<file path="src/rtl/muldiv_ctrl_pkg.sv">
// Shared constants, FSM encoding and special-case detection for the RV32M sequencer.
package muldiv_ctrl_pkg;

  localparam int XLEN  = 32;
  localparam int CNT_W = 6;

  localparam logic [6:0] OPC_RCC     = 7'b0110011;
  localparam logic [6:0] FUNCT7_MEXT = 7'b0000001;

  typedef enum logic [2:0] {
    MD_MUL    = 3'b000,
    MD_MULH   = 3'b001,
    MD_MULHSU = 3'b010,
    MD_MULHU  = 3'b011,
    MD_DIV    = 3'b100,
    MD_DIVU   = 3'b101,
    MD_REM    = 3'b110,
    MD_REMU   = 3'b111
  } md_op_e;

  typedef enum logic [1:0] {
    S_IDLE = 2'd0,
    S_BUSY = 2'd1,
    S_DONE = 2'd2
  } state_e;

  typedef struct packed {
    logic            hit;
    logic [XLEN-1:0] value;
  } special_t;

  // Architecturally fixed results: divide by zero, signed overflow, multiply by zero.
  function automatic special_t special_case(input logic [2:0]      op,
                                            input logic [XLEN-1:0] a,
                                            input logic [XLEN-1:0] b);
    special_t s;
    s.hit   = 1'b0;
    s.value = '0;
    if (!op[2]) begin
      if (a == '0 || b == '0) s.hit = 1'b1;
    end else if (b == '0) begin
      s.hit   = 1'b1;
      s.value = op[1] ? a : '1;
    end else if ((op == MD_DIV || op == MD_REM) &&
                 a == {1'b1, {(XLEN-1){1'b0}}} && b == '1) begin
      s.hit   = 1'b1;
      s.value = op[1] ? '0 : a;
    end
    return s;
  endfunction

endpackage

</file>
<file path="src/rtl/muldiv_ctrl_if.sv">
// Execute-stage <-> multiply/divide sequencer connection.
interface muldiv_ctrl_if;
  logic                            start;
  logic [2:0]                      funct3;
  logic [muldiv_ctrl_pkg::XLEN-1:0] op_a;
  logic [muldiv_ctrl_pkg::XLEN-1:0] op_b;
  logic                            flush;
  logic                            stall;
  logic                            busy;
  logic                            result_valid;
  logic [muldiv_ctrl_pkg::XLEN-1:0] result;

  modport master (output start, funct3, op_a, op_b, flush,
                  input  stall, busy, result_valid, result);
  modport slave  (input  start, funct3, op_a, op_b, flush,
                  output stall, busy, result_valid, result);
endinterface

</file>
<file path="src/rtl/muldiv_step.sv">
// One iteration of the unsigned datapath: shift-add multiply or restoring divide.
module muldiv_step
  import muldiv_ctrl_pkg::*;
(
  input  logic            is_div,
  input  logic [XLEN-1:0] hi,
  input  logic [XLEN-1:0] lo,
  input  logic [XLEN-1:0] m,
  output logic [XLEN-1:0] hi_nxt,
  output logic [XLEN-1:0] lo_nxt
);

  logic [XLEN:0] sum;
  logic [XLEN:0] shifted;
  logic [XLEN:0] diff;

  // NOTE: every output gets a default first so no path can infer a latch.
  always_comb begin
    sum     = {1'b0, hi} + (lo[0] ? {1'b0, m} : '0);
    shifted = {hi, lo[XLEN-1]};
    diff    = shifted - {1'b0, m};
    hi_nxt  = sum[XLEN:1];
    lo_nxt  = {sum[0], lo[XLEN-1:1]};
    if (is_div) begin
      // Top bit of diff is the borrow: set means the divisor did not fit.
      if (!diff[XLEN]) begin
        hi_nxt = diff[XLEN-1:0];
        lo_nxt = {lo[XLEN-2:0], 1'b1};
      end else begin
        hi_nxt = shifted[XLEN-1:0];
        lo_nxt = {lo[XLEN-2:0], 1'b0};
      end
    end
  end

endmodule

</file>
<file path="src/rtl/muldiv_ctrl.sv">
// RV32M iterative multiply/divide sequencer; MULDIV_FAST_SPECIAL_EN lets special
// cases bypass the iterations and complete the cycle after acceptance.
module muldiv_ctrl
  import muldiv_ctrl_pkg::*;
(
  input  logic          clk,
  input  logic          rst_n,
  muldiv_ctrl_if.slave  bus
);

  state_e          state, state_nxt;
  md_op_e          op_q;
  logic [CNT_W-1:0] cnt;
  logic            neg_q, spec_hit_q;
  logic [XLEN-1:0] spec_val_q, hi, lo, m, hi_nxt, lo_nxt, result_q;

  logic            signed_a, signed_b, sa, sb, accept, last_step;
  logic [XLEN-1:0] ua, ub, quo_fix, rem_fix, final_val;
  logic [2*XLEN-1:0] prod_fix;
  special_t        spec;

  always_comb begin
    signed_a = (bus.funct3 == MD_MULH) || (bus.funct3 == MD_MULHSU) ||
               (bus.funct3 == MD_DIV)  || (bus.funct3 == MD_REM);
    signed_b = (bus.funct3 == MD_MULH) || (bus.funct3 == MD_DIV) ||
               (bus.funct3 == MD_REM);
    sa   = signed_a & bus.op_a[XLEN-1];
    sb   = signed_b & bus.op_b[XLEN-1];
    ua   = sa ? -bus.op_a : bus.op_a;
    ub   = sb ? -bus.op_b : bus.op_b;
    spec = special_case(bus.funct3, bus.op_a, bus.op_b);
  end

  // Gated by rst_n so stall reads low while reset is held.
  assign accept    = rst_n && (state == S_IDLE) && bus.start && !bus.flush;
  assign last_step = (state == S_BUSY) && (cnt == CNT_W'(XLEN-1));

  muldiv_step u_step (
    .is_div (op_q[2]),
    .hi     (hi),
    .lo     (lo),
    .m      (m),
    .hi_nxt (hi_nxt),
    .lo_nxt (lo_nxt)
  );

  always_comb begin
    prod_fix = neg_q ? -{hi_nxt, lo_nxt} : {hi_nxt, lo_nxt};
    quo_fix  = neg_q ? -lo_nxt : lo_nxt;
    rem_fix  = neg_q ? -hi_nxt : hi_nxt;
    case (op_q)
      MD_MUL:                      final_val = prod_fix[XLEN-1:0];
      MD_MULH, MD_MULHSU, MD_MULHU: final_val = prod_fix[2*XLEN-1:XLEN];
      MD_DIV, MD_DIVU:             final_val = quo_fix;
      default:                     final_val = rem_fix;
    endcase
    if (spec_hit_q) final_val = spec_val_q;
  end

  always_comb begin
    state_nxt = state;
    case (state)
      S_IDLE: if (accept) begin
`ifdef MULDIV_FAST_SPECIAL_EN
        state_nxt = spec.hit ? S_DONE : S_BUSY;
`else
        state_nxt = S_BUSY;
`endif
      end
      S_BUSY: begin
        if (bus.flush)      state_nxt = S_IDLE;
        else if (last_step) state_nxt = S_DONE;
      end
      default: state_nxt = S_IDLE;
    endcase
  end

  // NOTE: sequential state uses non-blocking assignments only, so every
  // register samples pre-edge values regardless of statement order.
  always_ff @(posedge clk or negedge rst_n) begin
    if (!rst_n) begin
      state      <= S_IDLE;
      op_q       <= MD_MUL;
      cnt        <= '0;
      neg_q      <= 1'b0;
      spec_hit_q <= 1'b0;
      spec_val_q <= '0;
      hi         <= '0;
      lo         <= '0;
      m          <= '0;
      result_q   <= '0;
    end else begin
      state <= state_nxt;
      if (accept) begin
        op_q       <= md_op_e'(bus.funct3);
        neg_q      <= (bus.funct3[2] && bus.funct3[1]) ? sa : (sa ^ sb);
        spec_hit_q <= spec.hit;
        spec_val_q <= spec.value;
        cnt        <= '0;
        hi         <= '0;
        lo         <= bus.funct3[2] ? ua : ub;
        m          <= bus.funct3[2] ? ub : ua;
`ifdef MULDIV_FAST_SPECIAL_EN
        if (spec.hit) result_q <= spec.value;
`endif
      end else if (state == S_BUSY && !bus.flush) begin
        hi  <= hi_nxt;
        lo  <= lo_nxt;
        cnt <= cnt + 1'b1;
        if (last_step) result_q <= final_val;
      end
    end
  end

  assign bus.stall        = accept || (state == S_BUSY);
  assign bus.busy         = (state != S_IDLE);
  assign bus.result_valid = (state == S_DONE) && !bus.flush;
  assign bus.result       = result_q;

endmodule

</file>
<file path="src/flat_wrapper.sv">
// flat-port wrapper written by rule: the top's interface ports become plain ports
module muldiv_ctrl_flat import muldiv_ctrl_pkg::*;
  (clk, rst_n, bus_start, bus_funct3, bus_op_a, bus_op_b, bus_flush, bus_stall, bus_busy, bus_result_valid, bus_result);
  muldiv_ctrl_if bus_i ();
  input  logic clk;
  input  logic rst_n;
  input wire logic [$bits(bus_i.start)-1:0] bus_start;
  input wire logic [$bits(bus_i.funct3)-1:0] bus_funct3;
  input wire logic [$bits(bus_i.op_a)-1:0] bus_op_a;
  input wire logic [$bits(bus_i.op_b)-1:0] bus_op_b;
  input wire logic [$bits(bus_i.flush)-1:0] bus_flush;
  output wire logic [$bits(bus_i.stall)-1:0] bus_stall;
  output wire logic [$bits(bus_i.busy)-1:0] bus_busy;
  output wire logic [$bits(bus_i.result_valid)-1:0] bus_result_valid;
  output wire logic [$bits(bus_i.result)-1:0] bus_result;
  assign bus_i.start = bus_start;
  assign bus_i.funct3 = bus_funct3;
  assign bus_i.op_a = bus_op_a;
  assign bus_i.op_b = bus_op_b;
  assign bus_i.flush = bus_flush;
  assign bus_stall = bus_i.stall;
  assign bus_busy = bus_i.busy;
  assign bus_result_valid = bus_i.result_valid;
  assign bus_result = bus_i.result;
  muldiv_ctrl u_core (.clk(clk), .rst_n(rst_n), .bus(bus_i));
endmodule
</file>
<file path="config.mk">
export PLATFORM = sky130hd
export DESIGN_NAME = muldiv_ctrl_flat
export DESIGN_NICKNAME = d
export VERILOG_FILES = /design/src/rtl/muldiv_ctrl_pkg.sv /design/src/rtl/muldiv_ctrl_if.sv /design/src/rtl/muldiv_step.sv /design/src/rtl/muldiv_ctrl.sv /design/src/flat_wrapper.sv
export SDC_FILE = /design/constraint.sdc
export NUM_CORES = 1
export LEC_CHECK = 0
export CAP_MARGIN = 15
export CORE_MARGIN = 1.5
export CORE_UTILIZATION = 45
export DETAILED_ROUTE_END_ITERATION = 8
export PLACE_DENSITY = 0.63
export SETUP_SLACK_MARGIN = 0.2
export SYNTH_ARGS = -nofsm -noshare
export SYNTH_HDL_FRONTEND = slang
export SYNTH_HIERARCHICAL = 1
export SYNTH_SLANG_ARGS = --single-unit
</file>
<file path="constraint.sdc">
create_clock -name clk -period 5.9 [get_ports clk]
set_clock_uncertainty 0.15 [all_clocks]
set_input_delay 0.885 -clock clk [delete_from_list [all_inputs] [get_ports clk]]
set_output_delay 0.885 -clock clk [all_outputs]
set_load 0.01 [all_outputs]
</file>
==> results.md, run 1 <==
* Drt initial violations at 2539
* Total GRT Usage at 39.89%
* Outcome: finished, final reports clean
* Yosys top cell by area: dfrtp_1
* Reg area at 0.004334 mm^2
* Worst setup margin at just over 0.3 ns
* Row cnt at 71
* Worst Max-Slew Pin Slew at between 1 and 1.5 ns
* Fraction of registers with async set or reset after synthesis at 100.0%
* Area of the multi-input gates at around 0.012 mm^2
* R2r startpoint: u_core/lo[31]
* Final Cycle Share at between 90% and 100%
* Switching part of the total at between 50% and 60%
* MaxCap Viol Count at 0
* Largest net degree at the start of global routing at 70
* Clk sinks at roughly 170
* Worst EP arrival at 5.81 ns
* Post-DRT Antenna Nets at 0
* Post-CTS Hold Fix Bufs at 0
* CTS tree: done
* Synthesized-area fraction occupied by adder cells at approximately 5.3%
* Fin crit period at around 5.6 ns
* Die Area at slightly below 0.04 mm^2
* Share of layout cells above drive strength 1 at a little over a tenth
* Die Span Y at between 150 and 200 um
* Setup violations, final at 0
* Synth warn at 6
* Grt ovf at 0
* Final WL at about 79000 um
* Die width at a little under 200 um
* CP max stage cell: o31ai_1
* Post-DR vias/cell at roughly 6.6
* Count leader, synth: nand2_1
* Core footprint at between 0.03 and 0.04 mm^2
* Sum Neg Setup Slack at 0 ns
* Fmax at roughly 180 MHz
* Power per cell area at 455.4 mW/mm^2
* CP peak stage delay at 0.49 ns
* H-tree levels at 4
* Yosys top cell area share at 25.05%
* Sequential Power Share at roughly a fifth
* Worst skew pair latency at 0.47 ns
* Syn nets at approximately 2400
* Leakage power at a little over 8 nW
* Num ports at approximately 110
* Pre-antenna DRT Iters at 8
* Slew HR at a little over a fifth
* Net switching power at 4.736 mW
* Worst-path clk slew at 0.07 ns
* Startpoint Class: flop
* Clock root buffer: clkbuf_16
* Post-synth top cells: 296 x nand2_1, 191 x nor2_1, 188 x a21oi_1
* CP endpoint kind: flop
* Yosys cell types at 95
* Seq/Total Area, Yosys at between 20% and 30%
* Compound-gate portion of the synthesized area at a little over a quarter
* Diodes inserted at 0
* Port Buf Inserts at approximately 110
* Critical path required time at between 6 and 7 ns
* Mean post-synth cell area at around 7.7 um^2
* Syn Inst Count at between 2000 and 2500
* Slew Limit Fails at 0
* Buffer levels on the longest clock path at 2
* Initial antenna violation count at 2
* Cell mode on critical path: buf_12
* Vias in the first global route at 17739
* Worst vdd ir at ~0.24 mV
* Crit Path Max Fanout at 21
* Placed insts at between 2000 and 3000
* #FFs+latches synth at between 150 and 200
* Combinational cell fraction of total power at 67.4%
* Initial Util at 45.78%
* Simple-gate share of the synthesized area at between 20% and 30%
* Final #Nets at between 2000 and 2500
* Netlist Area Pre-Place at about 0.017 mm^2
* Path type of the worst setup path: flop to flop
* Remaining DRCs at 0
* First-pass GRT wire length at ~120000 um
* Largest family of logic cells by synthesized area: compound AO/OA/AOI/OAI gates
* Hpwl dp at 60680 um
* Avg WL per Cell at 27.57 um
* Clock Power Share at a little over an eighth
* XOR/XNOR Fraction of Synth Area at under 10%
* Final Hold Fails at 0
* Post-synthesis mux area share at 5.893%
* Main synth FF type: dfrtp_1
* Placer Congestion at 1.019
* CP Cell Sequence: inv_1 -> ha_1 -> fa_1 -> nand2b_1 -> a21oi_1 -> o21a_1 -> o31ai_1 -> a21oi_2 -> o21ai_4 -> xnor2_4 -> buf_12 -> buf_12 -> mux2_2 -> or3_1 -> or3_4 -> o41ai_2 -> xor2_2 -> o221ai_1 -> a22o_1
* Number of synthesized flops with an enable pin at 0
* Crit. Startpoint: u_core/lo[31]
* Fillers at 3681
* Unrepaired setup endpoints after global routing: false
* Layout area overhead at 15.33%
* Hold Path Class: input pin to asynchronous set/reset pin
* Fin cells at ~2900
* Setup Slack @ Placement at ~0.21 ns
* Via count at approximately 19000
* CTS Buf Count at 17
* Int Pwr at 4.341 mW
* Area contributors post-synth: dfrtp_1 25%, nand2_1 6.4%, a21oi_1 5.4%, ha_1 5.1%, xnor2_1 4.8%
## stage by stage
stage / hold WS [ns] / power, mW / area (um^2) / utilization (%)
2_1_floorplan: 0.2938 / 5.328 / 17280 / -
3_3_place_gp: 0.3117 / 7.475 / 19170 / 50.77
3_5_place_dp: 0.3244 / 7.484 / 19170 / 50.77
4_1_cts: 0.1063 / 8.764 / 19790 / 52.41
5_1_grt: 0.1077 / 9.505 / 19930 / 52.80
6_report: 0.1145 / 9.077 / 19930 / 52.80
## per-layer routing
layer	track usage [%]	routed length, um	vias to the layer above
li1	-	-	8433
met5	0	13	-
met4	18.80	4050	2
met3	7.935	7601	168
met2	60.71	34280	1112
met1	54.08	32820	9182
## worst paths after layout
kind | depth (start not counted) | slack (ns) | endpoint
setup / recovery | 19 | 0.31 | u_core/bus.result[13]
hold / removal | 1 | 0.11 | u_core/bus.result[4]
setup reg to reg | 19 | 0.31 | u_core/bus.result[13]
hold reg to reg | 2 | 0.34 | u_core/spec_val_q[7]
max in group asynchronous | 2 | 4.36 | u_core/neg_q
min in group clk | 2 | 0.34 | u_core/spec_val_q[7]
## cell families after synthesis
group                    Yosys count
XOR/XNOR                         162
AO/OA/AOI/OAI                    667
AND/OR/NAND/NOR                  851
flip-flops                       173
buffers and inverters            235
adder cells (fa/ha/maj)           72
multiplexers                      96
## power groups by stage
stage	clock network (mW)	registers [mW]	logic, mW
detailed placement	0	1.73	5.76
global placement	0	1.72	5.75
global route	1.30	1.74	6.47
floorplan	0	1.57	3.76
CTS	1.25	1.71	5.81
finish	1.24	1.72	6.12
## critical path, delay by kind of cell, from the launching register on
kind / cells / cell delay [ns]
simple gates: 3 / 1.05
buf+inv: 3 / 0.43
flops: 1 / 0.39
xor+xnor: 2 / 0.53
fa+ha+maj: 2 / 0.38
mux: 1 / 0.32
compound gates: 8 / 2.23
## sequential cells by signal, indices dropped and copies added (netlist names)
name               cells
u_core/bus.result     32
u_core/spec_hit_q      1
u_core/op_q            3
u_core/neg_q           1
u_core/spec_val_q     32
u_core/hi             32
u_core/state           2
u_core/m              32
u_core/cnt             6
u_core/lo             32
## cell usage in the layout, fill, tap and decap left out, types with 33 or more instances in the layout
| master | n |
|---|---|
| buf_4 | 113 |
| and2_1 | 47 |
| mux2_2 | 46 |
| xor2_1 | 65 |
| nor2_1 | 190 |
| nand3_1 | 45 |
| nand2_1 | 296 |
| inv_1 | 71 |
| nor3_1 | 49 |
| mux2i_1 | 50 |
| a21oi_1 | 187 |
| o21ai_0 | 103 |
| dfrtp_1 | 171 |
| o221ai_1 | 38 |
| xnor2_1 | 95 |
| clkdlybuf4s50_1 | 104 |
| a31oi_1 | 33 |
| nand4_1 | 36 |
| ha_1 | 70 |
## final cells by class
type,count,area share [%]
multi-input combinational,1849,60.88
clock inverter,13,0.8851
inverter,72,1.356
clock buffer,18,2.153
timing repair buffer,221,9.773
tap,511,3.208
sequential,173,21.74
## repair_timing
action,in CTS,in global routing
resized for setup,0,10
gates cloned,1,0
setup buffers,0,7
endpoints found under the setup margin,1,23
pin swaps,1,1
(Power assumes the default switching activity.)
==> run 2: changes to the inputs <==
- CORE_ASPECT_RATIO: not set -> 1.2
- CORE_MARGIN: 1.5 -> not set
==> run 2 against run 1 <==
  * Flip-flop and latch count unchanged
  * Combinational power down 2%
  * Global-route usage about the same
  * Critical path depth grew 2
  * Setup slack gained 0.11 ns
  * Cell area down 1.0%
  * Critical path type unchanged
==> results.md, run 2 (synthesized netlist as in run 1, its figures left out) <==
* Die Span Y at 216.7 um (+8.9%)
* Commonest cells after routing, fill and taps aside: 296 x nand2_1, 190 x nor2_1, 188 x a21oi_1
* Int Pwr at 4.177 mW (-3.8%)
* Slew HR at 29.66% (+8.1 points)
* CP endpoint kind: flop
* Startpoint Class: flop
* Final WL at 78460 um (-0.38%)
* Row cnt at 78 (+9.9%)
* Pre-antenna DRT Iters at 6 (-2)
* Initial Util at 45.64% (-0.13 points)
* Post-CTS Hold Fix Bufs at 0 (unchanged)
* Power per cell area at 451.0 mW/mm^2 (-0.96%)
* Avg WL per Cell at 27.88 um (+1.1%)
* Grt ovf at 0 (unchanged)
* First-pass GRT wire length at 115600 um (-0.40%)
* Final Cycle Share at 92.90% (-1.9 points)
* Worst EP arrival at 5.71 ns (-0.10 ns)
* CTS tree: done
* Fmax at 182.4 MHz (+2.1%)
* Final #Nets at 2464 (-0.52%)
* CP top delay family: compound AO/OA/AOI/OAI gates
* Clock root buffer: clkbuf_16
* Remaining DRCs at 0 (unchanged)
* Outcome: finished, final reports clean
* Combinational cell fraction of total power at 67.4% (about the same)
* Die width at 180.9 um (-9.1%)
* Largest net degree at the start of global routing at 72 (+2.9%)
* Slew Limit Fails at 0 (unchanged)
* Diodes inserted at 0 (unchanged)
* Layout area overhead at 14.12%
* Leakage power at 8.021 nW (-1.1%)
* Fillers at 3720 (+1.1%)
* Worst-path clk slew at 0.08 ns (about the same)
* Setup violations, final at 0 (unchanged)
* Hold Path Class: input pin to asynchronous set/reset pin
* Crit Path Max Fanout at 15 (-29%)
* Die Area at 0.03920 mm^2 (-0.99%)
* Total GRT Usage at 39.91% (about the same)
* Buffer levels on the longest clock path at 2 (unchanged)
* Post-DR vias/cell at 6.684 (+1.1%)
* Fin crit period at 5.481 ns (-0.1127 ns)
* Placed insts at 2773 (-1.5%)
* Sequential Power Share at 19.5% (+0.6 points)
* Share of layout cells above drive strength 1 at 10.54% (-0.46 points)
* Final Hold Fails at 0 (unchanged)
* Path type of the worst setup path: flop to flop
* Via count at 18810 (-0.46%)
* Critical path required time at 6.13 ns (+0.02 ns)
* Fin cells at 2814 (-1.5%)
* Worst skew pair latency at 0.48 ns (about the same)
* CTS Buf Count at 17 (unchanged)
* Num ports at 106 (unchanged)
* Sum Neg Setup Slack at 0 ns (unchanged)
* CP max stage cell: or3b_2
* Clk sinks at 173 (unchanged)
* Hpwl dp at 60680 um (about the same)
* Drt initial violations at 2217 (-13%)
* Unrepaired setup endpoints after global routing: true
* Worst vdd ir at 0.2964 mV (+21%)
* CP bufs+invs at 4 (+1)
* Switching part of the total at 53.04% (+0.86 points)
* MaxCap Viol Count at 0 (unchanged)
* Core footprint at 0.03787 mm^2 (+0.29%)
* Net switching power at 4.718 mW (-0.38%)
* Post-DRT Antenna Nets at 0 (unchanged)
* Placer Congestion at 1.086 (+6.6%)
* Initial antenna violation count at 2 (unchanged)
* Worst Max-Slew Pin Slew at 1.048 ns (-0.1141 ns)
* H-tree levels at 4 (unchanged)
* Most common cell after layout, fill and taps aside: nand2_1
* CP Cell Sequence: inv_1 -> ha_1 -> fa_1 -> nand2b_1 -> a21oi_1 -> o21a_1 -> o31ai_2 -> a21oi_2 -> o21ai_2 -> xnor2_4 -> buf_4 -> mux2_2 -> inv_1 -> ha_1 -> or3b_2 -> nor2_1 -> buf_4 -> nand3_2 -> o311ai_0 -> o311ai_0 -> a2bb2oi_2
* Port Buf Inserts at 105 (unchanged)
* CP peak stage delay at 0.48 ns (about the same)
* Clock Power Share at 13.2% (-0.4 points)
* Vias in the first global route at 17711 (-0.16%)
run 2: cell type report:
cell class	instances	area, um^2	area share (%)
Clock buffer	18	439.2	2.227
Clock inverter	14	152.6	0.7739
Inverter	72	270.3	1.370
Multi-Input combinational cell	1848	12100	61.33
Sequential cell	173	4334	21.97
Tap cell	480	600.6	3.045
Timing Repair Buffer	209	1831	9.281
run 2: repair_timing:
action,in CTS,in global routing
buffers inserted,0,8
resized for setup,0,6
setup endpoints to repair,0,17
run 2: worst reg2reg max path, stage by stage, from the launching register on:
cell and delay, ns:
dfrtp_1 0.35, inv_1 0.07, ha_1 0.23, fa_1 0.41, nand2b_1 0.20, a21oi_1 0.21, o21a_1 0.20, o31ai_2 0.10
a21oi_2 0.24, o21ai_2 0.14, xnor2_4 0.25, buf_4 0.20, mux2_2 0.35, inv_1 0.09, ha_1 0.21, or3b_2 0.48
nor2_1 0.17, buf_4 0.18, nand3_2 0.17, o311ai_0 0.40, o311ai_0 0.30, a2bb2oi_2 0.30
run 2: power groups by stage:
stage	combinational (mW)	sequential (mW)	clock [mW]
2_1_floorplan	3.76	1.57	0
3_3_place_gp	5.66	1.74	0
3_5_place_dp	5.68	1.75	0
4_1_cts	5.71	1.72	1.18
5_1_grt	6.32	1.76	1.22
6_report	5.99	1.73	1.17
run 2: routing by layer:
layer | GRT usage (%) | share of wire [%]
met4 | 24.79 | 6.9
met5 | 0 | 0
met3 | 7.041 | 8.2
met2 | 65.64 | 47
met1 | 48.42 | 38
run 2: metrics by stage:
stage / cell area (um^2) / total power [mW] / hold slack, ns / util (%) / setup WS [ns]
after floorplan: 17280 / 5.328 / 0.2938 / - / 1.023
after global placement: 19030 / 7.400 / 0.3116 / 50.26 / 0.4814
after CTS: 19630 / 8.621 / 0.2748 / 51.83 / 0.3488
after detailed placement: 19030 / 7.429 / 0.3250 / 50.26 / 0.3707
final: 19720 / 8.895 / 0.2406 / 52.09 / 0.4189
after global routing: 19720 / 9.299 / 0.2920 / 52.09 / 0.1327
run 2: final timing paths:
kind / startpoint / endpoint / slack, ns / depth (start not counted)
min in group clk: u_core/spec_val_q[26] / u_core/spec_val_q[26] / 0.34 / 2
setup reg to reg: u_core/lo[31] / u_core/bus.result[20] / 0.42 / 21
setup / recovery: u_core/lo[31] / u_core/bus.result[20] / 0.42 / 21
hold / removal: rst_n / u_core/bus.result[23] / 0.24 / 1
hold reg to reg: u_core/spec_val_q[26] / u_core/spec_val_q[26] / 0.34 / 2
max in group asynchronous: rst_n / u_core/neg_q / 3.77 / 2
==> run 3: changes to the inputs <==
- REMOVE_ABC_BUFFERS: not set -> 1
==> run 3 against run 2 <==
  * Sequential power down 2%
  * Power down 2.4%
  * Count of clock-buffer cells in the layout up 2
  * Largest power group unchanged
==> results.md, run 3 (synthesized netlist as in run 1, its figures left out) <==
* Drt initial violations at 1931 (-13%)
* Highest metal layer with signal wires: met5
* CP endpoint kind: flop
* Total power at 8.678 mW (-2.4%)
* R2r worst-path depth at 20 (-4.8%)
* Grt ovf at 0 (unchanged)
* Met3 routed WL at 5221 um (-19%)
* Int Pwr at 4.326 mW (+3.6%)
* Initial antenna violation count at 3 (+1)
* CP peak stage delay at 0.47 ns (about the same)
* R2r endpoint: u_core/bus.result[24]
* Net switching power at 4.351 mW (-7.8%)
* Port Buf Inserts at 105 (unchanged)
* Die Span Y at 216.7 um (unchanged)
* Initial Util at 45.64% (unchanged)
* Unrepaired setup endpoints after global routing: true
* Final Cycle Share at 92.74% (-0.16 points)
* CP Cell Sequence: inv_1 -> ha_1 -> fa_1 -> nand2b_1 -> a21oi_1 -> o21a_1 -> o31ai_2 -> a21oi_2 -> o21ai_2 -> xnor2_4 -> buf_12 -> mux2_2 -> inv_1 -> ha_1 -> nor3b_1 -> nand2_1 -> nor3_1 -> nor2_1 -> a211o_1 -> o31ai_1
* Switching part of the total at 50.15% (-2.9 points)
* Via count at 18447 (-1.9%)
* Vias in the first global route at 17724 (+0.073%)
* Path type of the worst setup path: flop to flop
* Setup violations, final at 0 (unchanged)
* CP bufs+invs at 3 (-1)
* Die Area at 0.03920 mm^2 (unchanged)
* Crit. Startpoint: u_core/lo[31]
* Buffer levels on the longest clock path at 2 (unchanged)
* Slew Limit Fails at 0 (unchanged)
* Clock Power Share at 14.0% (+0.8 points)
* Total GRT Usage at 36.69% (-3.2 points)
* Worst skew pair latency at 0.46 ns (-0.02 ns)
* Num ports at 106 (unchanged)
* CTS tree: done
* Fin crit period at 5.472 ns (-0.009299 ns)
* Largest net degree at the start of global routing at 81 (+13%)
* Final WL at 71950 um (-8.3%)
* Worst Max-Slew Pin Slew at 1.218 ns (+0.1704 ns)
* Routed length on met1 at 29900 um (-0.79%)
* Clk sinks at 173 (unchanged)
* Hold Path Class: input pin to asynchronous set/reset pin
* R2r startpoint: u_core/lo[31]
* CP top delay family: simple AND/OR/NAND/NOR gates
* Core footprint at 0.03787 mm^2 (unchanged)
* Placer Congestion at 1.072 (-1.3%)
* Combinational cell fraction of total power at 66.5% (-0.9 points)
* Share of layout cells above drive strength 1 at 11.11% (+0.57 points)
* Setup crit end: u_core/bus.result[24]
* Remaining DRCs at 0 (unchanged)
* Power per cell area at 435.6 mW/mm^2 (-3.4%)
* Pre-antenna DRT Iters at 8 (+2)
* CP max stage cell: nor3_1
* Startpoint Class: flop
* R2R setup slack at 0.43 ns (about the same)
* Fmax at 182.8 MHz (+0.17%)
* Worst vdd ir at 0.2296 mV (-23%)
* Die width at 180.9 um (unchanged)
* First-pass GRT wire length at 108900 um (-5.9%)
* Most common cell after layout, fill and taps aside: nand2_1
* Post-DRT Antenna Nets at 0 (unchanged)
* Row cnt at 78 (unchanged)
* MaxCap Viol Count at 0 (unchanged)
* Met2 Wirelength at 32910 um (-9.8%)
* Critical path required time at 6.11 ns (-0.02 ns)
* CTS Buf Count at 17 (unchanged)
* Final #Nets at 2480 (+0.65%)
* Leakage power at 8.127 nW (+1.3%)
* Worst-path clk slew at 0.08 ns (about the same)
* Avg WL per Cell at 25.42 um (-8.8%)
* Hpwl dp at 55600 um (-8.4%)
* Outcome: finished, final reports clean
* Sequential Power Share at 19.5% (about the same)
* Clock root buffer: clkbuf_16
* Post-DR vias/cell at 6.516 (-2.5%)
* Worst EP arrival at 5.69 ns (-0.02 ns)
* Commonest cells after routing, fill and taps aside: 296 x nand2_1, 189 x nor2_1, 188 x a21oi_1
* Layout area overhead at 15.28%
* Final Hold Fails at 0 (unchanged)
* Fillers at 3715 (-0.13%)
* Crit Path Max Fanout at 11 (-4)
* Levels on crit path at 20 (-4.8%)
* H-tree levels at 4 (unchanged)
* Slew HR at 18.22% (-11 points)
* Final hold slack at 0.1649 ns (-0.07572 ns)
run 3: cell count changes in the layout (fill, tap and decap cells not counted), moves of 2 or more:
cell,before,now
or4_4,0,2
buf_12,0,2
clkinv_8,3,0
clkinv_4,3,0
or4_1,30,28
inv_8,4,1
buf_4,103,116
diode_2,0,2
bufinv_16,0,3
inv_6,2,4
run 3: layout make-up:
class	instances	area, um^2	share of cell area [%]
Antenna cell	2	5.005	0.02512
Clock buffer	20	456.7	2.292
Clock inverter	11	156.4	0.7850
Inverter	72	270.3	1.357
Multi-Input combinational cell	1848	12100	60.72
Sequential cell	173	4334	21.75
Tap cell	480	600.6	3.015
Timing Repair Buffer	225	2002	10.05
run 3: power groups by stage:
stage	Sequential (mW)	Combinational [mW]	Clock [mW]
after floorplan	1.64	3.55	0
after global placement	1.70	5.45	0
after detailed placement	1.70	5.47	0
after CTS	1.68	5.56	1.24
after global routing	1.72	6.18	1.28
final	1.69	5.77	1.22
run 3: worst min path at each step:
stage	startpoint	endpoint	depth (start not counted)	slack, ns
floorplan	u_core/spec_val_q[0]	u_core/spec_val_q[0]	2	0.29
global placement	u_core/spec_val_q[11]	u_core/spec_val_q[11]	2	0.31
detailed placement	u_core/spec_val_q[12]	u_core/spec_val_q[12]	2	0.32
CTS	rst_n	u_core/hi[4]	1	0.17
global route	rst_n	u_core/hi[4]	1	0.18
finish	rst_n	u_core/hi[4]	1	0.16
run 3: per-layer routing:
| layer | GRT usage, % | up-vias |
|---|---|---|
| li1 | - | 8461 |
| met4 | 20.48 | 2 |
| met1 | 47.30 | 8897 |
| met3 | 4.503 | 186 |
| met5 | 0 | - |
| met2 | 59.52 | 901 |
run 3: repair_timing:
action	CTS	global route
gates resized for setup	0	10
pin swaps	1	2
hold buffers	0	0
endpoints found under the setup margin	5	15
buffers inserted	3	1
run 3: worst register-to-register path: stages, from the launching register on:
cell      delay, ns
dfrtp_1        0.36
inv_1          0.08
ha_1           0.24
fa_1           0.41
nand2b_1       0.20
a21oi_1        0.23
o21a_1         0.24
o31ai_2        0.12
a21oi_2        0.24
o21ai_2        0.14
xnor2_4        0.21
buf_12         0.19
mux2_2         0.33
inv_1          0.08
ha_1           0.21
nor3b_1        0.29
nand2_1        0.29
nor3_1         0.47
nor2_1         0.32
a211o_1        0.37
o31ai_1        0.23
run 3: through the flow:
step,setup WS (ns),utilization (%),cell area (um^2),TNS [ns],instances
5_1_grt,0.1714,52.60,19920,0,2829
3_3_place_gp,0.2296,50.67,19190,0,2792
2_1_floorplan,-1.388,-,16640,-27.88,2093
4_1_cts,0.3037,52.39,19840,0,2826
6_report,0.4282,52.61,19920,0,2831
3_5_place_dp,0.08240,50.67,19190,0,2792
